## config.mk

```make
export PLATFORM = sky130hd
export DESIGN_NAME = text_console
export DESIGN_NICKNAME = d
export VERILOG_FILES = /design/src/rtl/text_console.sv
export SDC_FILE = /design/constraint.sdc
export NUM_CORES = 1
export LEC_CHECK = 0
export CAP_MARGIN = 40
export CORE_MARGIN = 5
export CORE_UTILIZATION = 45
export CTS_BUF_LIST = sky130_fd_sc_hd__clkbuf_4 sky130_fd_sc_hd__clkbuf_8
export CTS_CLUSTER_DIAMETER = 150
export DETAILED_ROUTE_END_ITERATION = 6
export GPL_TIMING_DRIVEN = 0
export PLACE_DENSITY_LB_ADDON = 0.25
export SETUP_SLACK_MARGIN = 0.3
export SYNTH_ARGS = -nofsm -noshare
export SYNTH_HDL_FRONTEND = slang
export SYNTH_SLANG_ARGS = --single-unit
```

## constraint.sdc

```tcl
create_clock -name CLOCK_50 -period 8.5 [get_ports CLOCK_50]
set_clock_uncertainty 0.05 [all_clocks]
set_input_delay 0.85 -clock CLOCK_50 [delete_from_list [all_inputs] [get_ports CLOCK_50]]
set_output_delay 0.85 -clock CLOCK_50 [all_outputs]
set_load 0.01 [all_outputs]
```

## src/rtl/text_console.sv

```systemverilog
// Character-stream front end for the 70x30 text display: accepts ASCII bytes,
// tracks the cursor, writes glyphs into the character RAM and scrolls by rotating the top-row base.
module text_console #(
   parameter int COLS = 70,
   parameter int ROWS = 30
) (
   input  logic        CLOCK_50,
   input  logic        clrn,
   input  logic        char_valid,
   input  logic [7:0]  char_data,
   output logic        char_ready,
   output logic [11:0] wraddress,
   output logic [7:0]  wrdata,
   output logic        wren,
   output logic [4:0]  scroll_base,
   output logic [11:0] cursor_addr
);

   localparam int         CELLS    = COLS * ROWS;
   localparam logic [6:0] LAST_COL = 7'(COLS - 1);
   localparam logic [4:0] LAST_ROW = 5'(ROWS - 1);

   typedef enum logic [1:0] {IDLE, PUT, CLR_ROW, CLR_ALL} state_t;

   state_t      state_q, state_d;
   logic [6:0]  cx_q, cx_d;
   logic [4:0]  ly_q, ly_d;
   logic [4:0]  base_q, base_d;
   logic [11:0] cnt_q, cnt_d;
   logic [11:0] row_addr_q, row_addr_d;
   logic        pend_q, pend_d;
   logic        wren_q, wren_d;
   logic [11:0] waddr_q, waddr_d;
   logic [7:0]  wdata_q, wdata_d;
   logic [11:0] cur_q, cur_d;

   logic [4:0]  pr;
   logic [4:0]  base_inc;

   // Physical row = (base + logical row) mod ROWS, done with a compare-subtract.
   function automatic logic [4:0] wrap_row(input logic [4:0] b, input logic [4:0] l);
      logic [5:0] s;
      s = {1'b0, b} + {1'b0, l};
      if (s >= 6'(ROWS)) s = s - 6'(ROWS);
      return s[4:0];
   endfunction

   function automatic logic [11:0] row_start(input logic [4:0] r);
      return 12'(r) * 12'(COLS);
   endfunction

   assign pr       = wrap_row(base_q, ly_q);
   assign base_inc = (base_q == LAST_ROW) ? 5'd0 : base_q + 5'd1;

   always_comb begin
      state_d    = state_q;
      cx_d       = cx_q;
      ly_d       = ly_q;
      base_d     = base_q;
      cnt_d      = cnt_q;
      row_addr_d = row_addr_q;
      pend_d     = pend_q;
      wren_d     = 1'b0;
      waddr_d    = waddr_q;
      wdata_d    = wdata_q;

      case (state_q)
         IDLE: begin
            if (char_valid) begin
               if (char_data >= 8'h20 && char_data <= 8'h7E) begin
                  state_d = PUT;
                  wren_d  = 1'b1;
                  waddr_d = row_start(pr) + 12'(cx_q);
                  wdata_d = char_data;
                  if (cx_q != LAST_COL) begin
                     cx_d = cx_q + 7'd1;
                  end else begin
                     cx_d = 7'd0;
                     if (ly_q != LAST_ROW) begin
                        ly_d = ly_q + 5'd1;
                     end else begin
                        // Row to blank after the glyph write is the old top row.
                        base_d     = base_inc;
                        row_addr_d = row_start(base_q);
                        pend_d     = 1'b1;
                     end
                  end
               end else if (char_data == 8'h0A) begin
                  cx_d = 7'd0;
                  if (ly_q != LAST_ROW) begin
                     ly_d = ly_q + 5'd1;
                  end else begin
                     base_d     = base_inc;
                     row_addr_d = row_start(base_q);
                     state_d    = CLR_ROW;
                     wren_d     = 1'b1;
                     waddr_d    = row_start(base_q);
                     wdata_d    = 8'h00;
                     cnt_d      = 12'd1;
                  end
               end else if (char_data == 8'h0D) begin
                  cx_d = 7'd0;
               end else if (char_data == 8'h08) begin
                  if (cx_q != 7'd0) begin
                     cx_d    = cx_q - 7'd1;
                     state_d = PUT;
                     wren_d  = 1'b1;
                     waddr_d = row_start(pr) + 12'(cx_q - 7'd1);
                     wdata_d = 8'h00;
                  end else if (ly_q != 5'd0) begin
                     ly_d    = ly_q - 5'd1;
                     cx_d    = LAST_COL;
                     state_d = PUT;
                     wren_d  = 1'b1;
                     waddr_d = row_start(wrap_row(base_q, ly_q - 5'd1)) + 12'(LAST_COL);
                     wdata_d = 8'h00;
                  end
               end else if (char_data == 8'h0C) begin
                  cx_d    = 7'd0;
                  ly_d    = 5'd0;
                  base_d  = 5'd0;
                  state_d = CLR_ALL;
                  wren_d  = 1'b1;
                  waddr_d = 12'd0;
                  wdata_d = 8'h00;
                  cnt_d   = 12'd1;
               end
            end
         end
         PUT: begin
            if (pend_q) begin
               pend_d  = 1'b0;
               state_d = CLR_ROW;
               wren_d  = 1'b1;
               waddr_d = row_addr_q;
               wdata_d = 8'h00;
               cnt_d   = 12'd1;
            end else begin
               state_d = IDLE;
            end
         end
         CLR_ROW: begin
            // cnt_q is the next column to blank.
            if (cnt_q == 12'(COLS)) begin
               state_d = IDLE;
            end else begin
               wren_d  = 1'b1;
               waddr_d = row_addr_q + cnt_q;
               wdata_d = 8'h00;
               cnt_d   = cnt_q + 12'd1;
            end
         end
         CLR_ALL: begin
            if (cnt_q == 12'(CELLS)) begin
               state_d = IDLE;
            end else begin
               wren_d  = 1'b1;
               waddr_d = cnt_q;
               wdata_d = 8'h00;
               cnt_d   = cnt_q + 12'd1;
            end
         end
         default: state_d = CLR_ALL;
      endcase

      cur_d = row_start(wrap_row(base_d, ly_d)) + 12'(cx_d);
   end

   always_ff @(posedge CLOCK_50 or negedge clrn) begin
      if (!clrn) begin
         state_q    <= CLR_ALL;
         cx_q       <= 7'd0;
         ly_q       <= 5'd0;
         base_q     <= 5'd0;
         cnt_q      <= 12'd0;
         row_addr_q <= 12'd0;
         pend_q     <= 1'b0;
         wren_q     <= 1'b0;
         waddr_q    <= 12'd0;
         wdata_q    <= 8'h00;
         cur_q      <= 12'd0;
      end else begin
         state_q    <= state_d;
         cx_q       <= cx_d;
         ly_q       <= ly_d;
         base_q     <= base_d;
         cnt_q      <= cnt_d;
         row_addr_q <= row_addr_d;
         pend_q     <= pend_d;
         wren_q     <= wren_d;
         waddr_q    <= waddr_d;
         wdata_q    <= wdata_d;
         cur_q      <= cur_d;
      end
   end

   assign char_ready  = (state_q == IDLE);
   assign wren        = wren_q;
   assign wraddress   = waddr_q;
   assign wrdata      = wdata_q;
   assign scroll_base = base_q;
   assign cursor_addr = cur_q;

endmodule

```

==> results of run 1 <==
-- critical path, delay by kind of cell --
family,cells,cell delay [ns]
AOI/OAI and AO/OA,9,1.36
xor gates and xnor gates,2,0.31
adders and majority gates,6,1.79
buffers and inverters,5,0.99
muxes,1,0.33
and+or+nand+nor,11,2.18
-- flip-flops by register name, indices dropped and copies added (netlist names), 5 cells and up --
signal       cells
cursor_addr     12
ly_q             5
wrdata           8
row_addr_q      11
cnt_q           12
cx_q             6
wraddress       12
scroll_base      5
-- final cells by class --
| class | instances | area [µm²] | area share |
|---|---|---|---|
| Multi-Input combinational cell | 815 | 5980 | 0.647 |
| Sequential cell | 75 | 1880 | 0.203 |
| Timing Repair Buffer | 50 | 510 | 0.0552 |
| Tap cell | 229 | 287 | 0.0310 |
| Inverter | 57 | 214 | 0.0231 |
| Clock buffer | 12 | 159 | 0.0172 |
| Buffer | 35 | 145 | 0.0157 |
| Clock inverter | 4 | 72.6 | 0.00784 |
-- through the flow --
step                      cells   util  worst slack [ns]  instance area [µm²]  hold WS (ns)
after global placement     1259  0.500             0.322                 8980         0.420
final                      1277  0.515             0.893                 9250         0.281
after floorplan             982      -              1.62                 8220         0.417
after detailed placement   1261  0.502             0.264                 9010         0.423
after CTS                  1277  0.515             0.666                 9240         0.269
after global routing       1277  0.515             0.326                 9250         0.278
-- metal layers --
metal / up-vias / GRT usage / part of all wire
li1: 3685 / - / -
met1: 3498 / 0.290 / 0.48
met2: 170 / 0.337 / 0.46
met3: 23 / 0.0377 / 0.050
met4: 0 / 0.0536 / 0.016
met5: - / 0 / 0
-- logic make-up after synthesis --
group                    after synthesis  synth area share
adder cells (fa/ha/maj)              123             0.197
XOR/XNOR                              80            0.0870
multiplexers                          17            0.0295
flip-flops                            75             0.229
buffers and inverters                 92            0.0437
AO/OA/AOI/OAI                        277             0.220
AND/OR/NAND/NOR                      318             0.194
-- synthesized netlist by cell type, types with 4 or more instances --
| library cell | count | area [µm²] |
|---|---|---|
| a31o_2 | 4 | 35.0 |
| nor3_1 | 23 | 115 |
| or3_1 | 14 | 87.6 |
| or2_2 | 9 | 56.3 |
| nor2b_1 | 6 | 37.5 |
| a22o_1 | 13 | 114 |
| a221oi_1 | 4 | 35.0 |
| a31oi_1 | 12 | 75.1 |
| mux2i_1 | 6 | 60.1 |
| nand2_1 | 100 | 375 |
| nor2_1 | 67 | 251 |
| clkbuf_1 | 26 | 97.6 |
| a211oi_1 | 15 | 113 |
| ha_1 | 112 | 1400 |
| mux2_2 | 4 | 45.0 |
| xnor2_1 | 47 | 412 |
| o21bai_1 | 7 | 52.6 |
| dfrtp_1 | 73 | 1830 |
| o211ai_1 | 7 | 52.6 |
| nand4_1 | 8 | 50.1 |
| o22ai_1 | 8 | 50.1 |
| inv_1 | 57 | 214 |
| o21ai_0 | 78 | 390 |
| fa_1 | 11 | 220 |
| buf_2 | 8 | 40.0 |
| mux4_2 | 5 | 113 |
| a211o_1 | 6 | 52.6 |
| nand3_1 | 28 | 140 |
| and3_1 | 9 | 56.3 |
| a21oi_1 | 68 | 340 |
| xor2_1 | 32 | 280 |
| nand2b_1 | 12 | 75.1 |
| nor3b_1 | 6 | 45.0 |
| and2_1 | 10 | 62.6 |
| a21o_1 | 13 | 97.6 |
-- repair_timing --
action,in CTS,in global routing
resized for setup,0,1
endpoints found under the setup margin,0,3
endpoints found under the hold margin,0,0
-- path summary, 6_finish.rpt --
check	startpoint	end	slack, ns	depth (start not counted)
max in group asynchronous	clrn	state_q[0]	7.48	2
hold / removal	clrn	wraddress[3]	0.28	1
setup / recovery	char_data[6]	cursor_addr[9]	0.89	34
setup reg to reg	cx_q[5]	cursor_addr[9]	1.58	32
min in group CLOCK_50	wrdata[4]	wrdata[4]	0.44	2
hold reg to reg	wrdata[4]	wrdata[4]	0.44	2
==> metrics, run 1 <==
Starting Density 0.457; DRT iter0 DRCs 458; share of layout cells above drive strength 1 0.0687; Vias 7376; Yosys reg bits 75; Die Y 145 µm; IO buf count 48; Nets 1177; CTS Hold Buffers Added 0; Crit. End Element flop; post-route ant nets 0; gpl congestion 0.920; Max Clk Rate 131 MHz; largest net degree at the start of global routing 62; register area share after synthesis 0.229; most common cell after layout, fill and taps aside ha_1; Worst EP arrival 7.81 ns; ANT cells 0; Worst-path clk slew 0.09 ns; Post-Route Setup TNS 0 ns; IO Count 50; Most used DFF post-synth dfrtp_1; CTS Buf Count 9; Cell variety after synth 82; Worst setup SP type primary input; post-synthesis cell count 982; clock sinks 75; H-tree level count 3; first-pass GRT wire length 36200 µm; # rows 49; Remaining Overflow, GRT 0; Worst Tran Pin Value 0.891 ns; Hold Vio Cnt, Final 0; Synth Net Count 1116; fraction of registers with async set/reset 1.00; status finished clean; Mean Syn Cell Area 8.37 µm²; root buffer cell clkbuf_8; Longest Clk Path Bufs 2; Post-synth EDFFs 0; Final min period 7.61 ns; CTS tree yes; vias in the first global route 6900; worst path required time 8.70 ns; Mapped Area 8220 µm²; later-pin clock latency in the skew report 0.37 ns; DP HPWL 17600 µm; critical path type primary input to flop; most frequent cells in the layout 112 x ha_1, 100 x nand2_1, 78 x o21ai_0, 73 x dfrtp_1, 68 x a21oi_1; core box area 18000 µm²; 1st-pass router iterations 4; Fill cells 1755; initial antenna violation count 0; Tcrit/Tclk final 0.895; relative slew slack 0.404; CP max FO 10; unrepaired setup endpoints after global routing no; via/cell ratio 5.78; slowest stage delay, CP 0.53 ns; GRT Total Usage 0.209; Max-Cap Viols 0; Worst path slowest cell or4b_1; final slew viol count 0; DRT Wirelength 22200 µm; post-CTS setup buffers 0; Hold Path Class primary input to async pin; yosys warns 0; area grow syn2layout 12.6%; final setup fails 0; drt wl/cell 17.4 µm; die area 21100 µm²; Die X 145 µm; DRC viols 0
Power of run 1 is left out: the tool's default activity adds up to more than one toggle a clock period on the data nets, which glitch-free logic cannot reach.
==> inputs of run 2 (changes only) <==
--- a/config.mk
+++ b/config.mk
@@ -11,7 +11,9 @@
 export CTS_BUF_LIST = sky130_fd_sc_hd__clkbuf_4 sky130_fd_sc_hd__clkbuf_8
 export CTS_CLUSTER_DIAMETER = 150
 export DETAILED_ROUTE_END_ITERATION = 6
+export GPL_ROUTABILITY_DRIVEN = 0
 export GPL_TIMING_DRIVEN = 0
+export HOLD_SLACK_MARGIN = 0.08
 export PLACE_DENSITY_LB_ADDON = 0.25
 export SETUP_SLACK_MARGIN = 0.3
 export SYNTH_ARGS = -nofsm -noshare
==> results of run 2 <==
The final DEF is identical to that of run 1; final timing and power are the same.
Power of run 2 is left out for the same reason.
